--- src/rtl/cic_interpolator_pkg.sv ---
// Shared CIC helpers: ceiling log2 plus the internal-width and output-shift formulas.
// The decimator imports the same package so both directions agree on bit growth.
package cic_interpolator_pkg;

    function automatic int clog2(input int value);
        int result;
        result = 0;
        for (int i = 0; i < 31; i++) begin
            if ((1 << i) < value) begin
                result = i + 1;
            end
        end
        return result;
    endfunction

    // Worst-case bit growth through N comb/integrator pairs.
    function automatic int cicWidth(input int dataWidth, input int n, input int r, input int m);
        return dataWidth + n * (clog2(r) + clog2(m));
    endfunction

    // Divides out the polyphase gain (RM)^N / R so that DC gain is unity.
    function automatic int cicShift(input int n, input int r, input int m);
        return (n - 1) * clog2(r) + n * clog2(m);
    endfunction

endpackage

--- src/rtl/cic_comb_stage.sv ---
// One registered comb section, y = x - x[-M], running at the low rate.
// It advances only when a token arrives; between tokens it holds its output and delay line.
module cic_comb_stage
    import cic_interpolator_pkg::*;
#(
    parameter int W = 12,
    parameter int M = 1
) (
    input  logic         clk_i,
    input  logic         rst_i,
    input  logic         ena_i,
    input  logic         tok_i,
    input  logic [W-1:0] data_i,
    output logic         tok_o,
    output logic [W-1:0] data_o
);

    logic [W-1:0] delay_q [M];
    logic [W-1:0] data_q;
    logic         tok_q;
    logic [W-1:0] diff_d;

    always_comb begin
        diff_d = data_i - delay_q[M-1];
    end

    always_ff @(posedge clk_i) begin
        if (rst_i) begin
            data_q <= '0;
            tok_q  <= 1'b0;
            for (int i = 0; i < M; i++) begin
                delay_q[i] <= '0;
            end
        end else if (ena_i) begin
            tok_q <= tok_i;
            if (tok_i) begin
                data_q     <= diff_d;
                delay_q[0] <= data_i;
                for (int i = 1; i < M; i++) begin
                    delay_q[i] <= delay_q[i-1];
                end
            end
        end
    end

    assign data_o = data_q;
    assign tok_o  = tok_q;

endmodule

--- src/rtl/cic_interpolator.sv ---
// N-stage CIC interpolator: low-rate comb chain, zero-stuffer, full-rate integrators.
// Output is scaled back to unity DC gain and truncated to the input sample width.
module cic_interpolator
    import cic_interpolator_pkg::*;
#(
    parameter int DATA_WIDTH = 9,
    parameter int R          = 2,
    parameter int N          = 3,
    parameter int M          = 1
) (
    input  logic                         clk_i,
    input  logic                         rst_i,
    input  logic                         ena_i,
    input  logic signed [DATA_WIDTH-1:0] data_i,
    input  logic                         valid_i,
    output logic                         ready_o,
    output logic signed [DATA_WIDTH-1:0] data_o,
    output logic                         valid_o,
    output logic                         underrun_o
);

    localparam int W     = cicWidth(DATA_WIDTH, N, R, M);
    localparam int SHIFT = cicShift(N, R, M);
    localparam int LR    = clog2(R);
    localparam int LAT   = 2 * N + 2;
    localparam int WB    = clog2(LAT + 1);

    logic [LR-1:0]                phase_q, phase_d;
    logic [DATA_WIDTH-1:0]        inReg_q;
    logic                         inTok_q;
    logic                         underrun_q;
    logic [WB-1:0]                warm_q;
    logic signed [DATA_WIDTH-1:0] data_q, data_d;
    logic [W-1:0]                 integ_q [N];
    logic [W-1:0]                 integ_d [N];
    logic [W-1:0]                 stuffed_d;
    logic [W-1:0]                 combData [N+1];
    logic                         combTok [N+1];
    logic                         slot;

    assign slot = (phase_q == '0);

    assign combData[0] = {{(W - DATA_WIDTH){inReg_q[DATA_WIDTH-1]}}, inReg_q};
    assign combTok[0]  = inTok_q;

    for (genvar k = 0; k < N; k++) begin : g_comb
        cic_comb_stage #(
            .W (W),
            .M (M)
        ) u_comb (
            .clk_i  (clk_i),
            .rst_i  (rst_i),
            .ena_i  (ena_i),
            .tok_i  (combTok[k]),
            .data_i (combData[k]),
            .tok_o  (combTok[k+1]),
            .data_o (combData[k+1])
        );
    end

    // Zero-stuffing happens here: the comb result enters the integrators only on its token cycle.
    always_comb begin
        stuffed_d  = combTok[N] ? combData[N] : '0;
        integ_d[0] = integ_q[0] + stuffed_d;
        for (int j = 1; j < N; j++) begin
            integ_d[j] = integ_q[j] + integ_q[j-1];
        end
        data_d  = DATA_WIDTH'($signed(integ_q[N-1]) >>> SHIFT);
        phase_d = (phase_q == LR'(R - 1)) ? '0 : phase_q + 1'b1;
    end

    always_ff @(posedge clk_i) begin
        if (rst_i) begin
            phase_q    <= '0;
            inReg_q    <= '0;
            inTok_q    <= 1'b0;
            underrun_q <= 1'b0;
            warm_q     <= '0;
            data_q     <= '0;
            for (int j = 0; j < N; j++) begin
                integ_q[j] <= '0;
            end
        end else if (ena_i) begin
            phase_q <= phase_d;
            inTok_q <= slot;
            if (slot) begin
                inReg_q <= valid_i ? data_i : '0;
                if (!valid_i) begin
                    underrun_q <= 1'b1;
                end
            end
            // Counts enabled cycles until the first slot has reached the output register.
            if (warm_q != WB'(LAT)) begin
                warm_q <= warm_q + 1'b1;
            end
            for (int j = 0; j < N; j++) begin
                integ_q[j] <= integ_d[j];
            end
            data_q <= data_d;
        end
    end

    assign ready_o    = ena_i & ~rst_i & slot;
    assign valid_o    = ena_i & ~rst_i & (warm_q == WB'(LAT));
    assign data_o     = data_q;
    assign underrun_o = underrun_q;

endmodule

--- config.mk ---
export PLATFORM = sky130hd
export DESIGN_NAME = cic_interpolator
export DESIGN_NICKNAME = d
export VERILOG_FILES = /design/src/rtl/cic_interpolator_pkg.sv /design/src/rtl/cic_comb_stage.sv /design/src/rtl/cic_interpolator.sv
export SDC_FILE = /design/constraint.sdc
export NUM_CORES = 1
export LEC_CHECK = 0
export BUFFER_PORTS_ARGS = -buffer_cell sky130_fd_sc_hd__buf_4
export CAP_MARGIN = 30
export CORE_UTILIZATION = 65
export DETAILED_ROUTE_END_ITERATION = 7
export HOLD_SLACK_MARGIN = 0.1
export PLACE_DENSITY = 0.81
export SYNTH_ARGS = -nofsm -noshare
export SYNTH_HDL_FRONTEND = slang
export SYNTH_SLANG_ARGS = --single-unit
--- constraint.sdc ---
create_clock -name clk_i -period 4.3 [get_ports clk_i]
set_clock_uncertainty 0.15 [all_clocks]
set_input_delay 0.86 -clock clk_i [delete_from_list [all_inputs] [get_ports clk_i]]
set_output_delay 0.86 -clock clk_i [all_outputs]
set_load 0.03 [all_outputs]
==> summary.txt, run 1 <==
Routing
  – Vias: 5742
  – DRC: 0
  – First-pass DRT Iterations: 5
  – Via/cell ratio: 6.02
  – Total routed wirelength: 15.9 mm
  – Post-route ant nets: 0
  – Starting DRT DRC Count: 435
  – Routed len/inst: 16.6 µm

Logic synthesis
  – Gate count after technology mapping: 784
  – Syn. warnings: 0
  – Synthesized area per cell: 9.36 µm²
  – Asr flop ratio synth: 0
  – Synthesized flop and latch total: 124
  – Synthesized cell area: 0.00734 mm²
  – Synth cell types: 52
  – Post-synth net total: 864
  – Seq/Total Area, Yosys: 0.426
  – Post-synth EDFFs: 64
  – Most common flop cell mapped by yosys: edfxtp_1

STA
  – Worst-Margin Slew: 0.891 ns
  – Setup-failing EPs final: 0
  – Setup TNS after final layout: 0 ns
  – RSZ-0062 raised after global routing: false
  – Final Cycle Share: 0.664
  – Final WS setup: 1.45 ns
  – Slew Limit Fails: 0
  – Crit path time final: 2.85 ns
  – Fmax: 350 MHz
  – Slew headroom: 0.406
  – Final-report hold violation count: 0

Global routing
  – Largest net degree at the start of global routing: 45
  – Total grt overflow: 0
  – Vias in the first global route: 5779
  – First-pass GRT wire length: 26.7 mm
  – Initial antenna violation count: 0
  – Gr usage total: 0.296

Setup path
  – Reg2Reg Capture Point: integ_q[0][10]$_SDFFCE_PN0P_
  – Crit path buffers/inverters: 2
  – Critical path origin: ena_i
  – Crit. path cell count: 4
  – Crit path kind: input pin to output pin
  – R2R Path Start: g_comb[2].u_comb.tok_o$_SDFFE_PP0P_
  – R2R depth: 9
  – Critical Path End: ready_o
  – Worst-path fanout max: 23
  – Critical Path Sink Type: output pin
  – WP data arrival: 1.84 ns
  – CP required: 3.29 ns
  – CP max stage cell: nand2b_1
  – Slowest stage delay, CP: 0.31 ns
  – Cell repeated most along the worst path: buf_4
  – Flop2flop setup slack: 1.67 ns
  – Crit path max-delay family: simple AND/OR/NAND/NOR gates
  – Cell Chain, Critical Path: buf_4, nand2b_1, nor2_1, buf_4
  – Startpoint types: input pin

Placement
  – Final Wtd Congestion: 0.866
  – Post-DP Area: 0.00761 mm²
  – IO buf count: 24
  – Pre-CTS setup slack: 1.51 ns
  – Detail Placement HPWL: 11.3 mm

CTS
  – Clk Latency, worst-skew pair: 0.42 ns
  – Clock Pin Slew Worst Setup and Hold Paths: 0.05 ns
  – Clk sinks: 124
  – Clock root cell: clkbuf_16
  – Num CTS Buffers: 17
  – CTS tree: built
  – H-Tree Depth: 4
  – # Post-CTS Setup Buffers: 0
  – Cts hold-fix bufs: 0
  – Clock buffer depth: 2
  – Post_cts resized: 0

Floorplanning
  – Ports: 25
  – Die ar.: 0.0117 mm²
  – Area of the core: 0.0109 mm²
  – FP Rows: 38
  – Die extent in y: 108 µm
  – Die width: 108 µm
  – Initial core utilization: 0.671

Power and ir drop
  – Peak VDD IR: 0.309 mV
  – PD cells: 402 mW/mm²
  – Lkg Pwr: 3.60 nW

Final layout
  – Area Growth Syn to Fin: 11.9%
  – Area taken by multi-input logic gates: 0.00388 mm²
  – Commonest non-fill, non-tap cell in the layout: nand2_1
  – Antenna diodes: 0
  – Highest-count cells in the layout ignoring fill and taps: 71 x nand2_1, 64 x edfxtp_1, 61 x ha_1
  – Fillers: 775
  – Storage cell area: 0.00312 mm²
  – Share of layout cells above drive strength 1: 0.0749
  – Design area: 0.00821 mm²
  – Final #Nets: 882

Outcome
  – Status: finished clean

Hold path
  – Worst Hold Class: flop to flop

Run
  – Max-cap viol count: 0
## power by group
part | internal (mW) | switching, mW | leakage (nW)
sequential | 1.32 | 0.0464 | 1.17
clock | 0.973 | 0.491 | 0.287
combinational | 0.188 | 0.287 | 2.14
total | 2.48 | 0.825 | 3.60
## worst min-delay path, stage by stage (launching register included)
cell and delay [ns]:
dfxtp_1 0.31, nand2_1 0.05, a21oi_1 0.05
## cells by family after synthesis
family,share of synthesized area
xor+xnor,0.0406
simple gates,0.179
fa+ha+maj,0.120
mux,0.0136
buf+inv,0.0464
flops,0.426
compound gates,0.174
## flip-flops by register name, summed over array words and instances (netlist names)
name / count
underrun_o: 1
g_comb.u_comb.data_o: 33
inReg_q: 9
data_o: 9
g_comb.u_comb.delay_q: 31
g_comb.u_comb.tok_o: 3
integ_q: 33
warm_q: 4
phase_q: 1
## synth_stat cells (3+ instances only)
library cell	count	area, µm²
a22o_1	3	26.3
buf_1	4	15.0
a32o_1	4	40.0
o31ai_1	9	67.6
dfxtp_1	60	1200
nor3_1	16	80.1
o211ai_1	6	45.0
a21o_1	14	105
o211a_1	3	30.0
buf_2	5	25.0
o21bai_1	3	22.5
fa_1	6	120
and2_1	28	175
o21ai_1	14	70.1
o21ai_0	33	165
mux2i_1	10	100
o21a_1	8	60.1
clkbuf_1	20	75.1
o41ai_1	3	26.3
nand4_1	3	18.8
xor2_1	19	166
nor3b_1	8	60.1
edfxtp_1	64	1920
nand2_1	71	267
nor2_1	58	218
a211o_1	8	70.1
nand3_1	21	105
and3_1	26	163
nor2b_1	13	81.3
inv_1	60	225
a211oi_1	12	90.1
a21oi_1	60	300
ha_1	61	763
xnor2_1	15	131
nand2b_1	11	68.8
## layer usage
layer / share of wire / global-route usage
met4: 0.018 / 0.0998
met5: 0 / 0
met2: 0.49 / 0.498
met1: 0.45 / 0.365
met3: 0.039 / 0.0808
## layout make-up
type	count	area share
Multi-Input combinational cell	571	0.472
Sequential cell	124	0.380
Clock buffer	22	0.0553
Inverter	60	0.0274
Timing Repair Buffer	28	0.0256
Tap cell	140	0.0213
Clock inverter	9	0.0175
## how the worst min path moves through the flow
stage               cells after the start  slack, ns                                      end                               startpoint
CTS                                     2       0.30                  inReg_q[0]$_SDFFE_PP0P_                  inReg_q[0]$_SDFFE_PP0P_
detailed placement                      2       0.30                  inReg_q[0]$_SDFFE_PP0P_                  inReg_q[0]$_SDFFE_PP0P_
global route                            2       0.34  g_comb[2].u_comb.data_o[4]$_SDFFE_PP0P_  g_comb[2].u_comb.data_o[4]$_SDFFE_PP0P_
finish                                  2       0.30                  inReg_q[0]$_SDFFE_PP0P_                  inReg_q[0]$_SDFFE_PP0P_
global placement                        2       0.29  g_comb[2].u_comb.data_o[2]$_SDFFE_PP0P_  g_comb[2].u_comb.data_o[2]$_SDFFE_PP0P_
floorplan                               2       0.27  g_comb[2].u_comb.data_o[3]$_SDFFE_PP0P_  g_comb[2].u_comb.data_o[3]$_SDFFE_PP0P_
## stage by stage
step	hold slack, ns	instances	total power [mW]	util
after floorplan	0.267	784	1.73	-
after global routing	0.335	954	3.42	0.751
after CTS	0.304	954	3.31	0.751
after detailed placement	0.299	923	1.85	0.696
after global placement	0.286	923	1.82	0.696
final	0.304	954	3.30	0.751
Note: power is estimated with default switching activity, not from simulation.
==> run 2, diff against run 1 <==
Settings changed: CORE_UTILIZATION 65 to 63, PLACE_DENSITY 0.81 to 0.79.
Clock period 4.3 ns to 2.8 ns, I/O delays scaled along.
==> run 2 against run 1 <==
Die area grew 3.1%; via count grew 0.28%; largest power group unchanged; critical path depth grew 5; clock power grew 44%; largest cell class unchanged; combinational power grew 55%; cell area grew 0.63%.
==> summary.txt, run 2 (same netlist as run 1, synthesis figures left out) <==
Routing
  – First-pass DRT Iterations: 5 (unchanged)
  – Total routed wirelength: 15.9 mm (about the same)
  – Starting DRT DRC Count: 291 (was 435)
  – Via/cell ratio: 5.95 (was 6.02)
  – DRC: 0 (unchanged)
  – Vias: 5758 (was 5742)
  – Routed len/inst: 16.4 µm (was 16.6 µm)
  – Post-route ant nets: 0 (unchanged)

Final layout
  – Fillers: 853 (was 775)
  – Area taken by multi-input logic gates: 0.00388 mm² (unchanged)
  – Design area: 0.00826 mm² (was 0.00821 mm²)
  – Final #Nets: 892 (was 882)
  – Share of layout cells above drive strength 1: 0.0933 (was 0.0749)
  – Layout Cells excl Fill: 968 (was 954)
  – Commonest non-fill, non-tap cell in the layout: nand2_1 (unchanged)
  – Antenna diodes: 0 (unchanged)
  – Storage cell area: 0.00312 mm² (unchanged)
  – Area Growth Syn to Fin: 12.6% (was 11.9%)
  – Highest-count cells in the layout ignoring fill and taps: 71 x nand2_1, 64 x edfxtp_1, 61 x ha_1 (unchanged)
  – Final core occ: 0.726 (was 0.751)

Setup path
  – Cell repeated most along the worst path: a211o_1 (was buf_4)
  – CP required: 2.93 ns (was 3.29 ns)
  – CP max stage cell: dfxtp_1 (was nand2b_1)
  – Critical path origin: g_comb[2].u_comb.tok_o$_SDFFE_PP0P_ (was ena_i)
  – Critical Path Sink Type: flop (was output pin)
  – WP data arrival: 2.69 ns (was 1.84 ns)
  – Startpoint types: flop (was input pin)
  – Crit path kind: flop to flop (was input pin to output pin)
  – Cell Chain, Critical Path: and2_1, ha_1, inv_1, fa_1, nor2b_1, o31ai_1, a211o_1, a211o_1, o21ai_1 (was buf_4, nand2b_1, nor2_1, buf_4)
  – Worst-path fanout max: 12 (was 23)
  – R2R Path Start: g_comb[2].u_comb.tok_o$_SDFFE_PP0P_ (unchanged)
  – Slowest stage delay, CP: 0.48 ns (was 0.31 ns)

CTS
  – Cts hold-fix bufs: 0 (unchanged)
  – Num CTS Buffers: 17 (unchanged)
  – Clock buffer depth: 2 (unchanged)
  – Clock root cell: clkbuf_16 (unchanged)
  – Post_cts resized: 0 (unchanged)
  – H-Tree Depth: 4 (unchanged)
  – CTS tree: built (unchanged)
  – # Post-CTS Setup Buffers: 0 (unchanged)
  – Clock Pin Slew Worst Setup and Hold Paths: 0.06 ns (was 0.05 ns)
  – Clk sinks: 124 (unchanged)
  – Clk Latency, worst-skew pair: 0.43 ns (was 0.42 ns)

Floorplanning
  – Area of the core: 0.0114 mm² (was 0.0109 mm²)
  – Die extent in y: 110 µm (was 108 µm)
  – FP Rows: 39 (was 38)
  – Initial core utilization: 0.645 (was 0.671)
  – Ports: 25 (unchanged)
  – Die ar.: 0.0121 mm² (was 0.0117 mm²)
  – Die width: 110 µm (was 108 µm)

STA
  – Final-report hold violation count: 0 (unchanged)
  – Slew headroom: 0.589 (was 0.406)
  – Fmax: 391 MHz
  – Setup-failing EPs final: 0 (unchanged)
  – Hold Slack: 0.259 ns (was 0.304 ns)
  – RSZ-0062 raised after global routing: false (unchanged)
  – Crit path time final: 2.56 ns
  – Setup TNS after final layout: 0 ns (unchanged)
  – Final Cycle Share: 0.914
  – Worst-Margin Slew: 0.615 ns (was 0.891 ns)
  – Slew Limit Fails: 0 (unchanged)

Outcome
  – Status: finished clean (unchanged)

Run
  – Max-cap viol count: 0 (unchanged)

Global routing
  – First-pass GRT wire length: 26.3 mm (was 26.7 mm)
  – Total grt overflow: 0 (unchanged)
  – Initial antenna violation count: 0 (unchanged)
  – Vias in the first global route: 5622 (was 5779)
  – Gr usage total: 0.286 (was 0.296)
  – Largest net degree at the start of global routing: 34 (was 45)

Hold path
  – Worst Hold Class: input pin to flop (was flop to flop)
  – HP Start: data_i[7] (was inReg_q[0]$_SDFFE_PP0P_)

Placement
  – Post-DP Area: 0.00769 mm² (was 0.00761 mm²)
  – DP Cell Count: 936 (was 923)
  – Final Wtd Congestion: 0.835 (was 0.866)
  – Detail Placement HPWL: 11.5 mm (was 11.3 mm)
  – IO buf count: 24 (unchanged)

Power and ir drop
  – Lkg Pwr: 3.64 nW (was 3.60 nW)
  – PD cells: 596 mW/mm² (was 402 mW/mm²)
  – Peak VDD IR: 0.526 mV (was 0.309 mV)
==> run 2: cell count changes in the layout (fill, tap and decap cells not counted) <==
cell	previous run	this run
buf_4	28	38
bufinv_16	4	1
clkbuf_1	4	1
clkbuf_16	17	18
clkbuf_8	1	0
clkinv_1	3	1
clkinv_2	1	2
clkinv_4	0	3
clkinvlp_4	1	3
inv_4	0	1
inv_6	0	2
==> run 2: per-stage QoR <==
step / setup slack (ns) / total power [mW]
CTS: 0.262 / 4.95
global route: 0.0955 / 5.12
global placement: 0.391 / 2.81
floorplan: 0.384 / 2.66
finish: 0.241 / 4.93
detailed placement: 0.276 / 2.85
==> run 2: power by group <==
part	switching [mW]	internal [mW]	total [mW]
clock network	0.827	1.27	2.10
registers	0.0700	2.02	2.09
logic	0.440	0.297	0.738
==> run 2: final cells by class <==
cell class | instances | share of cell area
clock inverter | 13 | 0.0141
tap | 143 | 0.0217
clock buffer | 19 | 0.0550
sequential | 124 | 0.378
inverter | 60 | 0.0273
multi-input combinational | 571 | 0.469
timing repair buffer | 38 | 0.0345
==> run 2: critical path: cells and delay by family (launching register included) <==
| kind | cells | cell delay, ns |
|---|---|---|
| AND/OR/NAND/NOR | 2 | 0.40 |
| flip-flops | 1 | 0.48 |
| buffers and inverters | 1 | 0.07 |
| AO/OA/AOI/OAI | 4 | 0.75 |
| adder cells (fa/ha/maj) | 2 | 0.57 |
==> run 2: worst paths after layout <==
check                                                  to  slack, ns  depth (start not counted)
setup / recovery             integ_q[0][10]$_SDFFCE_PN0P_       0.24                          9
hold / removal                    inReg_q[7]$_SDFFE_PP0P_       0.26                          3
setup reg to reg             integ_q[0][10]$_SDFFCE_PN0P_       0.24                          9
hold reg to reg   g_comb[2].u_comb.data_o[0]$_SDFFE_PP0P_       0.29                          2
==> run 2: layer usage <==
metal	wire length, µm	global-route usage
met5	0	0
met4	249	0.120
met3	606	0.0569
met2	8110	0.495
met1	6920	0.344
==> run 3, diff against run 2 <==
Settings changed: PLACE_DENSITY 0.79 to default, PLACE_DENSITY_LB_ADDON from default to 0.08.
==> run 3 against run 2 <==
Critical endpoint unchanged; highest routed layer unchanged; total power up 0.78%; clock-buffer cell count is 4 higher; register-to-register slack got worse by 0.05 ns; cell count shrank 0.21%; sequential share of layout area hardly changed.
==> summary.txt, run 3 (same netlist as run 1, synthesis figures left out) <==
Floorplanning
  – Die extent in y: 110 µm (unchanged)
  – FP Rows: 39 (unchanged)
  – Die width: 110 µm (unchanged)
  – Die ar.: 0.0121 mm² (unchanged)
  – Area of the core: 0.0114 mm² (unchanged)
  – Ports: 25 (unchanged)
  – Initial core utilization: 0.645 (unchanged)

Power and ir drop
  – Peak VDD IR: 0.467 mV (was 0.526 mV)
  – Tot Pwr: 4.96 mW (was 4.93 mW)
  – Lkg Pwr: 3.65 nW (was 3.64 nW)
  – PD cells: 601 mW/mm² (was 596 mW/mm²)

CTS
  – Clk Latency, worst-skew pair: 0.42 ns (was 0.43 ns)
  – Post_cts resized: 0 (unchanged)
  – Clock root cell: clkbuf_16 (unchanged)
  – Clk sinks: 124 (unchanged)
  – # Post-CTS Setup Buffers: 0 (unchanged)
  – Num CTS Buffers: 17 (unchanged)
  – Clock buffer depth: 2 (unchanged)
  – Cts hold-fix bufs: 0 (unchanged)
  – CTS tree: built (unchanged)
  – Clock Pin Slew Worst Setup and Hold Paths: 0.06 ns (about the same)
  – H-Tree Depth: 4 (unchanged)

STA
  – RSZ-0062 raised after global routing: false (unchanged)
  – Fmax: 384 MHz (was 391 MHz)
  – Final Cycle Share: 0.931 (was 0.914)
  – Hold Slack: 0.268 ns (was 0.259 ns)
  – Final WS setup: 0.193 ns (was 0.241 ns)
  – Setup-failing EPs final: 0 (unchanged)
  – Slew headroom: 0.573 (was 0.589)
  – Worst-Margin Slew: 0.640 ns (was 0.615 ns)
  – Setup TNS after final layout: 0 ns (unchanged)
  – Slew Limit Fails: 0 (unchanged)
  – Crit path time final: 2.61 ns (was 2.56 ns)
  – Final-report hold violation count: 0 (unchanged)

Global routing
  – Vias in the first global route: 5454 (was 5622)
  – Largest net degree at the start of global routing: 34 (unchanged)
  – Total grt overflow: 0 (unchanged)
  – Initial antenna violation count: 0 (unchanged)
  – Gr usage total: 0.279 (was 0.286)
  – First-pass GRT wire length: 25.5 mm (was 26.3 mm)

Routing
  – First-pass DRT Iterations: 5 (unchanged)
  – Total routed wirelength: 15.6 mm (was 15.9 mm)
  – Routed len/inst: 16.1 µm (was 16.4 µm)
  – Starting DRT DRC Count: 349 (was 291)
  – Vias: 5657 (was 5758)
  – Via/cell ratio: 5.86 (was 5.95)
  – DRC: 0 (unchanged)
  – Post-route ant nets: 0 (unchanged)

Hold path
  – Worst Hold Class: input pin to flop (unchanged)
  – HP Start: data_i[2] (was data_i[7])

Setup path
  – CP required: 2.92 ns (was 2.93 ns)
  – Crit path kind: flop to flop (unchanged)
  – Slowest stage delay, CP: 0.47 ns (was 0.48 ns)
  – Critical Path Sink Type: flop (unchanged)
  – Crit path buffers/inverters: 1 (unchanged)
  – WP data arrival: 2.73 ns (was 2.69 ns)
  – Startpoint types: flop (unchanged)
  – Worst-path fanout max: 12 (unchanged)
  – Critical path origin: g_comb[2].u_comb.tok_o$_SDFFE_PP0P_ (unchanged)
  – Cell Chain, Critical Path: and2_1, ha_1, inv_1, fa_1, nor2b_1, o31ai_1, a211o_1, a211o_1, o21ai_1 (unchanged)
  – Crit path max-delay family: compound AO/OA/AOI/OAI gates (unchanged)
  – Cell repeated most along the worst path: a211o_1 (unchanged)
  – R2R Path Start: g_comb[2].u_comb.tok_o$_SDFFE_PP0P_ (unchanged)
  – CP max stage cell: dfxtp_1 (unchanged)

Final layout
  – Area Growth Syn to Fin: 12.6% (about the same)
  – Highest-count cells in the layout ignoring fill and taps: 71 x nand2_1, 64 x edfxtp_1, 61 x ha_1 (unchanged)
  – Share of layout cells above drive strength 1: 0.0923 (was 0.0933)
  – Layout Cells excl Fill: 966 (was 968)
  – Commonest non-fill, non-tap cell in the layout: nand2_1 (unchanged)
  – Final core occ: 0.727 (was 0.726)
  – Final #Nets: 890 (was 892)
  – Antenna diodes: 0 (unchanged)
  – Fillers: 828 (was 853)
  – Design area: 0.00826 mm² (about the same)

Placement
  – Pre-CTS setup slack: 0.281 ns (was 0.276 ns)
  – DP Cell Count: 934 (was 936)
  – IO buf count: 24 (unchanged)
  – Final Wtd Congestion: 0.883 (was 0.835)
  – Post-DP Area: 0.00767 mm² (was 0.00769 mm²)
  – Detail Placement HPWL: 11.4 mm (was 11.5 mm)

Run
  – Max-cap viol count: 0 (unchanged)

Outcome
  – Status: finished clean (unchanged)
-- run 3: changes by cell type in the layout (fill, tap and decap cells not counted), moves of 2 or more --
cell,previous run,this run
clkbuf_8,0,4
clkinvlp_4,3,1
inv_6,2,0
buf_4,38,36
inv_4,1,3
clkinv_4,3,1
-- run 3: path summary, 6_finish.rpt --
check                                            end  slack, ns  cells past startpoint
max                     integ_q[0][10]$_SDFFCE_PN0P_       0.19                      9
min                          inReg_q[2]$_SDFFE_PP0P_       0.27                      3
max reg2reg             integ_q[0][10]$_SDFFCE_PN0P_       0.19                      9
min reg2reg  g_comb[2].u_comb.data_o[8]$_SDFFE_PP0P_       0.30                      2
-- run 3: where the power goes --
part | leakage (nW) | internal, mW | switching [mW] | total, mW
Clock | 0.295 | 1.36 | 0.781 | 2.14
Sequential | 1.17 | 2.02 | 0.0701 | 2.09
Combinational | 2.18 | 0.295 | 0.435 | 0.730
-- run 3: worst register-to-register path, stage by stage (launching register included) --
cell,delay (ns)
dfxtp_1,0.47
and2_1,0.18
ha_1,0.20
inv_1,0.08
fa_1,0.38
nor2b_1,0.21
o31ai_1,0.11
a211o_1,0.33
a211o_1,0.27
o21ai_1,0.08
-- run 3: cell type report --
class / count / area [µm²] / area share
clock inverter: 9 / 80.1 / 0.00969
inverter: 60 / 225 / 0.0273
tap: 143 / 179 / 0.0217
timing repair buffer: 36 / 270 / 0.0327
clock buffer: 23 / 509 / 0.0616
multi-input combinational: 571 / 3880 / 0.469
sequential: 124 / 3120 / 0.378
-- run 3: layer usage --
layer  up-vias  routed length (µm)  GRT usage
met5         -                   0          0
met4         0                 296      0.110
met3        25                 530     0.0539
met2       108                7720      0.474
met1      2670                7010      0.348
li1       2854                   -          -
